<file path="config.mk">
export PLATFORM = sky130hd
export DESIGN_NAME = lsu_mem_ctrl
export DESIGN_NICKNAME = d
export VERILOG_FILES = /design/src/rtl/lsu_mem_ctrl.sv
export SDC_FILE = /design/constraint.sdc
export NUM_CORES = 1
export LEC_CHECK = 0
export BUFFER_PORTS_ARGS = -buffer_cell sky130_fd_sc_hd__buf_4
export CORE_AREA = 10 10 150 110
export DETAILED_ROUTE_END_ITERATION = 16
export DIE_AREA = 0 0 160 120
export GPL_ROUTABILITY_DRIVEN = 0
export PLACE_DENSITY_LB_ADDON = 0.12
export SETUP_SLACK_MARGIN = 0.5
export SLEW_MARGIN = 20
export SYNTH_ARGS = -nofsm -noshare
export SYNTH_HDL_FRONTEND = slang
export SYNTH_SLANG_ARGS = --single-unit
</file>
<file path="constraint.sdc">
create_clock -name clk -period 4.96 [get_ports clk]
set_clock_uncertainty 0.1 [all_clocks]
set_input_delay 1.488 -clock clk [delete_from_list [all_inputs] [get_ports clk]]
set_output_delay 1.488 -clock clk [all_outputs]
set_load 0.02 [all_outputs]
</file>
<file path="src/rtl/lsu_mem_ctrl.sv">
// rtl/lsu_mem_ctrl.sv - byte/half/word load-store controller with split access over a byte-enabled word RAM
module lsu_mem_ctrl #(
   parameter int AW = 32,
   parameter int DW = 32
) (
   input  logic          clk,
   input  logic          reset_n,
   input  logic          req_valid,
   output logic          req_ready,
   input  logic          req_we,
   input  logic [1:0]    req_size,
   input  logic          req_signed,
   input  logic [AW-1:0] req_addr,
   input  logic [DW-1:0] req_wdata,
   output logic          resp_valid,
   output logic [DW-1:0] resp_rdata,
   output logic          mem_valid,
   input  logic          mem_ready,
   output logic          mem_we,
   output logic [3:0]    mem_be,
   output logic [AW-1:0] mem_addr,
   output logic [DW-1:0] mem_wdata,
   input  logic [DW-1:0] mem_rdata
);

   localparam logic [1:0] S_IDLE = 2'd0;
   localparam logic [1:0] S_ACC0 = 2'd1;
   localparam logic [1:0] S_ACC1 = 2'd2;
   localparam logic [1:0] S_RESP = 2'd3;

   logic [1:0]    r_state;
   logic          r_we;
   logic [1:0]    r_size;
   logic          r_signed;
   logic [AW-1:0] r_addr;
   logic [DW-1:0] r_wdata;
   logic [DW-1:0] r_lo;
   logic [DW-1:0] r_hi;

   logic [1:0]    w_off;
   logic [3:0]    w_mask;
   logic [7:0]    w_m8;
   logic          w_split;
   logic [4:0]    w_shamt;
   logic [63:0]   w_wide;
   logic [63:0]   w_cat;
   logic [31:0]   w_raw;
   logic [31:0]   w_ext;
   logic [AW-1:0] w_word_addr;

   assign w_off       = r_addr[1:0];
   assign w_shamt     = {w_off, 3'b000};
   assign w_m8        = {4'b0000, w_mask} << w_off;
   assign w_split     = |w_m8[7:4];
   assign w_word_addr = {r_addr[AW-1:2], 2'b00};
   // Store data spread over two words: low half feeds ACC0, high half ACC1.
   assign w_wide      = {32'h0, r_wdata} << w_shamt;
   assign w_cat       = {r_hi, r_lo};
   assign w_raw       = 32'(w_cat >> w_shamt);

   always_comb begin
      w_mask = 4'b1111;
      case (r_size)
         2'b00:   w_mask = 4'b0001;
         2'b01:   w_mask = 4'b0011;
         default: w_mask = 4'b1111;
      endcase
   end

   always_comb begin
      w_ext = w_raw;
      case (r_size)
         2'b00:   w_ext = r_signed ? {{24{w_raw[7]}}, w_raw[7:0]} : {24'h0, w_raw[7:0]};
         2'b01:   w_ext = r_signed ? {{16{w_raw[15]}}, w_raw[15:0]} : {16'h0, w_raw[15:0]};
         default: w_ext = w_raw;
      endcase
   end

   always_ff @(posedge clk or negedge reset_n) begin
      if (!reset_n) begin
         r_state  <= S_IDLE;
         r_we     <= 1'b0;
         r_size   <= 2'b00;
         r_signed <= 1'b0;
         r_addr   <= '0;
         r_wdata  <= '0;
         r_lo     <= '0;
         r_hi     <= '0;
      end else begin
         case (r_state)
            S_IDLE: begin
               if (req_valid) begin
                  r_we     <= req_we;
                  r_size   <= req_size;
                  r_signed <= req_signed;
                  r_addr   <= req_addr;
                  r_wdata  <= req_wdata;
                  r_state  <= S_ACC0;
               end
            end
            S_ACC0: begin
               if (mem_ready) begin
                  r_lo    <= mem_rdata;
                  r_state <= w_split ? S_ACC1 : S_RESP;
               end
            end
            S_ACC1: begin
               if (mem_ready) begin
                  r_hi    <= mem_rdata;
                  r_state <= S_RESP;
               end
            end
            default: r_state <= S_IDLE;
         endcase
      end
   end

   always_comb begin
      req_ready  = (r_state == S_IDLE);
      resp_valid = 1'b0;
      resp_rdata = '0;
      mem_valid  = 1'b0;
      mem_we     = 1'b0;
      mem_be     = 4'b0000;
      mem_addr   = '0;
      mem_wdata  = '0;
      case (r_state)
         S_ACC0: begin
            mem_valid = 1'b1;
            mem_we    = r_we;
            mem_be    = w_m8[3:0];
            mem_addr  = w_word_addr;
            mem_wdata = w_wide[31:0];
         end
         S_ACC1: begin
            mem_valid = 1'b1;
            mem_we    = r_we;
            mem_be    = w_m8[7:4];
            mem_addr  = w_word_addr + AW'(4);
            mem_wdata = w_wide[63:32];
         end
         S_RESP: begin
            resp_valid = 1'b1;
            resp_rdata = r_we ? '0 : w_ext;
         end
         default: ;
      endcase
   end

endmodule

</file>
Word level (Yosys, flattened, before mapping)
Cells that the tools add are included.
{"block": "word_totals", "elab_cells": 44, "output_inout_bits": 104, "register_bits": 134, "input_bits": 104}
{"block": "classes", "add_sub_neg": 1, "n_reduce_logical": 8, "n_mux": 17, "shift": 3, "n_eq_ne": 7}
{"operator": "32-bit one-hot mux with 2 select lines", "n": 3}
{"operator": "32-bit two-way mux", "n": 4}
{"operator": "32-bit by 5-bit << shifter with 64-bit output", "n": 1}
{"operator": "64-bit by 5-bit right shift with 32-bit output", "n": 1}
{"operator": "32-bit by 3-bit adder with 32-bit output (second input constant)", "n": 1}
{"operator": "4-bit one-hot mux with 2 select lines", "n": 2}
{"operator": "4-bit by 2-bit << shifter with 8-bit output", "n": 1}
{"operator": "2-bit two-way mux", "n": 3}
{"operator": "2-bit != test (second input constant)", "n": 3}
{"operator": "2-bit one-hot mux with 3 select lines", "n": 1}
{"operator": "2-bit AND reduction", "n": 3}
{"operator": "2-bit by 1-bit == test with 1-bit output (second input constant)", "n": 2}
{"operator": "2-bit == test (second input constant)", "n": 2}
{"operator": "2-bit logical NOT", "n": 2}
{"operator": "1-bit two-way mux", "n": 4}
{"operator": "4-bit OR reduction", "n": 1}
{"operator": "3-bit AND reduction", "n": 1}
{"operator": "2-bit OR reduction", "n": 1}

Logic depth before layout (Yosys ltp)
{"block": "logic_depth", "depth_word": 7, "mapped_depth": 9}

Worst setup path after synthesis
OpenSTA, ideal clock, no wires.
{"block": "synth_timing", "path_type": "flip-flop to output port", "from": "register r_state[0]", "to": "output port mem_addr[24]", "setup_slack_ns": 1.046, "stages_incl_launch_ff": 7, "t_required_ns": 3.372, "n_path_buf": 2, "arrival_time_ns": 2.326, "cell_sequence": "dfrtp_1 inv_1 ha_1 nand2_1 clkbuf_1 clkbuf_1 o41ai_1"}
{"block": "synth_between", "elab_chain_cells": 2}
{"element": "start, declared", "line": "31", "text": "logic [1:0] r_state;"}
{"element": "start signal, assigned", "line": "104", "text": "r_state <= w_split ? S_ACC1 : S_RESP;"}
{"element": "2-bit == test / 2-bit by 1-bit == test with 1-bit output (equally long branches)", "line": "127", "text": "case (r_state)"}
{"element": "32-bit one-hot mux with 2 select lines (*)", "line": "127"}
{"element": "end, declared", "line": "21", "text": "output logic [AW-1:0] mem_addr,"}
Mark *: on every way between the ends. The rest lies on a longest branch, timed or not.

Worst setup path after layout
{"block": "layout_timing", "from": "register r_state[1]", "to": "output port mem_addr[31]"}
Same word-level chain as after synthesis.

==> results.json <==
{
  "cp_top_family": "simple AND/OR/NAND/NOR gates",
  "power.density_mw_per_mm2": 741,
  "async_flop_share_pct": 100,
  "maxCapViolCount": 0,
  "met1_usage_pct": 31.2,
  "grt_pass1_wl_um": 38200,
  "end_kind": "output pin",
  "rsz0062_at_grt": "true",
  "netlist_top_cells_area": "dfrtp_1 (41%), mux2_2 (19%), mux4_2 (8.7%), nand2_1 (4.0%), mux2i_1 (3.2%)",
  "synth_top_area_share_pct": 40.7,
  "core_area_mm2": 0.0137,
  "io_pins": 208,
  "drt_pass1_iterations": 5,
  "drive_above_1_share_pct": 46.4,
  "hold_viol": 0,
  "met2_usage_pct": 39.8,
  "critical_path_class": "reg2out",
  "avgSynthCellArea_um2": 10.8,
  "synth_edf_count": 0,
  "rows": 36,
  "fin_ws_ns": 0.522,
  "antennaDiodeCount": 0,
  "yosysSeqAreaShare_pct": 40.7,
  "postLayoutCoreUtil_pct": 73.0,
  "crit_required_ns": 3.37,
  "path_max_fanout": 19,
  "dp_slack_ns": 0.870,
  "nets": 1009,
  "ant_nets": 0,
  "path_common_cell": "or3_1",
  "fp.dieW_um": 160,
  "met3_usage_pct": 6.49,
  "portBuffers": 205,
  "syn_area_mm2": 0.00775,
  "area_growth_pct": 29.0,
  "numCtsBuffers": 17,
  "yosysWarnings": 0,
  "cp.arrival_ns": 2.85,
  "hold_buffers": 0,
  "slowest_delay_ns": 0.55,
  "grtUsageTotal_pct": 24.5,
  "vias": 6878,
  "fin_crit_ns": 4.44,
  "initialDrtViolationCount": 625,
  "clock_latency_ns": 0.41,
  "antenna_found_initial": 0,
  "start_util_pct": 56.6,
  "synth_ff_type": "dfrtp_1",
  "power_mw": 7.41,
  "drt-total-wl_um": 24000,
  "cts_tree": "done",
  "post_dp_cell_area_mm2": 0.00938,
  "slowest_stage": "ha_2",
  "busiest_layer": "met2",
  "worst_pin_slew_ns": 0.949,
  "yosys-top-cells-count": "mux2_2 (132), dfrtp_1 (126), nand2_1 (83)",
  "worstPathCellList": "inv_1 -> ha_2 -> nand2_1 -> or3_1 -> or3_1 -> nand3_1 -> buf_4",
  "overflow": 0,
  "finalCritPeriodShare_pct": 89.5,
  "status": "completed",
  "stdcell_area_mm2": 0.0100,
  "dp_hpwl_um": 17300,
  "grt_start_max_net_pins": 75,
  "startpoint_type": "flop",
  "hold_class": "reg2reg",
  "die-area_mm2": 0.0192,
  "power_leakage_nw": 4.56,
  "vias_per_cell": 6.24,
  "grt_pass1_vias": 7060,
  "h-tree-depth": 4,
  "ys_types": 48,
  "worstPathBufferInverterCount": 2,
  "routedWlPerCell_um": 21.7,
  "cts-root-buf": "clkbuf_16",
  "fillers": 1020,
  "finalSetupViolCount": 0,
  "synth.largest_area_cell": "dfrtp_1",
  "remaining_drc_errors": 0,
  "synth_most_common_cell": "mux2_2",
  "synthCells": 720,
  "fmax_mhz": 225,
  "slew_violations": 0,
  "cts_sinks": 126,
  "clockBufferDepth": 2,
  "clkTransAtPathRegs_ns": 0.05,
  "slew_headroom_pct": 36.8,
  "die_h_um": 120,
  "ir_drop_uv": 451,
  "setup_tns_ns": 0,
  "synth-seq-cells": 126
}
## state kept, by name (all words and copies together) (netlist names)
signal / flops
r_wdata: 32
r_signed: 1
r_state: 2
r_size: 2
r_lo: 32
r_we: 1
r_addr: 32
r_hi: 24
## worst paths after layout
check / startpoint / endpoint / slack, ns / depth (start not counted)
worst max-delay path: r_state[1] / mem_addr[31] / 0.52 / 7
worst min-delay path: r_hi[16] / r_hi[16] / 0.40 / 1
worst max register to register: r_state[1] / r_addr[17] / 2.53 / 5
worst min register to register: r_hi[16] / r_hi[16] / 0.40 / 1
max in group asynchronous: reset_n / r_wdata[17] / 2.83 / 2
min in group asynchronous: reset_n / r_addr[8] / 1.10 / 1
## cell families (layout without fill, tap and decap cells)
group | after synthesis | in the layout | share of synthesized area (%)
buffers and inverters | 72 | 263 | 4.08
AOI/OAI and AO/OA | 126 | 126 | 9.93
muxes | 187 | 187 | 31.1
other | 1 | 2 | 0.0484
and+or+nand+nor | 202 | 202 | 13.2
adders and majority gates | 6 | 6 | 0.969
DFF | 126 | 126 | 40.7
## routing by layer
layer | share of wire (%) | vias up
met4 | 2.0 | 0
met2 | 48 | 398
li1 | - | 3024
met5 | 0 | -
met3 | 8.6 | 48
met1 | 41 | 3408
## what timing repair did
item | in CTS | in global routing
resized for setup | 1 | 2
endpoints found under the setup margin | 22 | 54
buffers inserted | 0 | 1
## final cells by class
cell class	count	area, um2	share of cell area (%)
multi-input combinational	523	4300	43.0
sequential	126	3160	31.6
timing repair buffer	219	1680	16.8
clock buffer	18	429	4.29
tap	190	238	2.38
clock inverter	14	156	1.56
inverter	12	45.0	0.450
## metrics by stage
| step | cells | hold slack [ns] |
|---|---|---|
| after floorplan | 721 | 0.374 |
| after global placement | 1069 | 0.386 |
| after detailed placement | 1069 | 0.392 |
| after CTS | 1101 | 0.406 |
| after global routing | 1102 | 0.424 |
| final | 1102 | 0.403 |
## placed cells by master, fill, tap and decap left out, drive strengths merged, types with 5 or more instances in the layout
cell type,n
a22oi,9
mux2,132
nor2,14
a21oi,23
ha,6
nor2b,10
or4,6
dfrtp,126
nand2,83
o22ai,10
buf,219
inv,17
o21ai,48
a31oi,7
a32o,5
o211ai,8
and2,14
mux2i,25
nand3,33
nand4,15
mux4,30
and3,13
clkbuf,18
## power breakdown
part	internal, mW	leakage (nW)	switching (mW)
clock network	0.747	0.274	0.501
logic	1.92	2.79	2.01
registers	1.57	1.49	0.672
total	4.24	4.56	3.18
No activity file was read; power rests on OpenSTA's default activity.
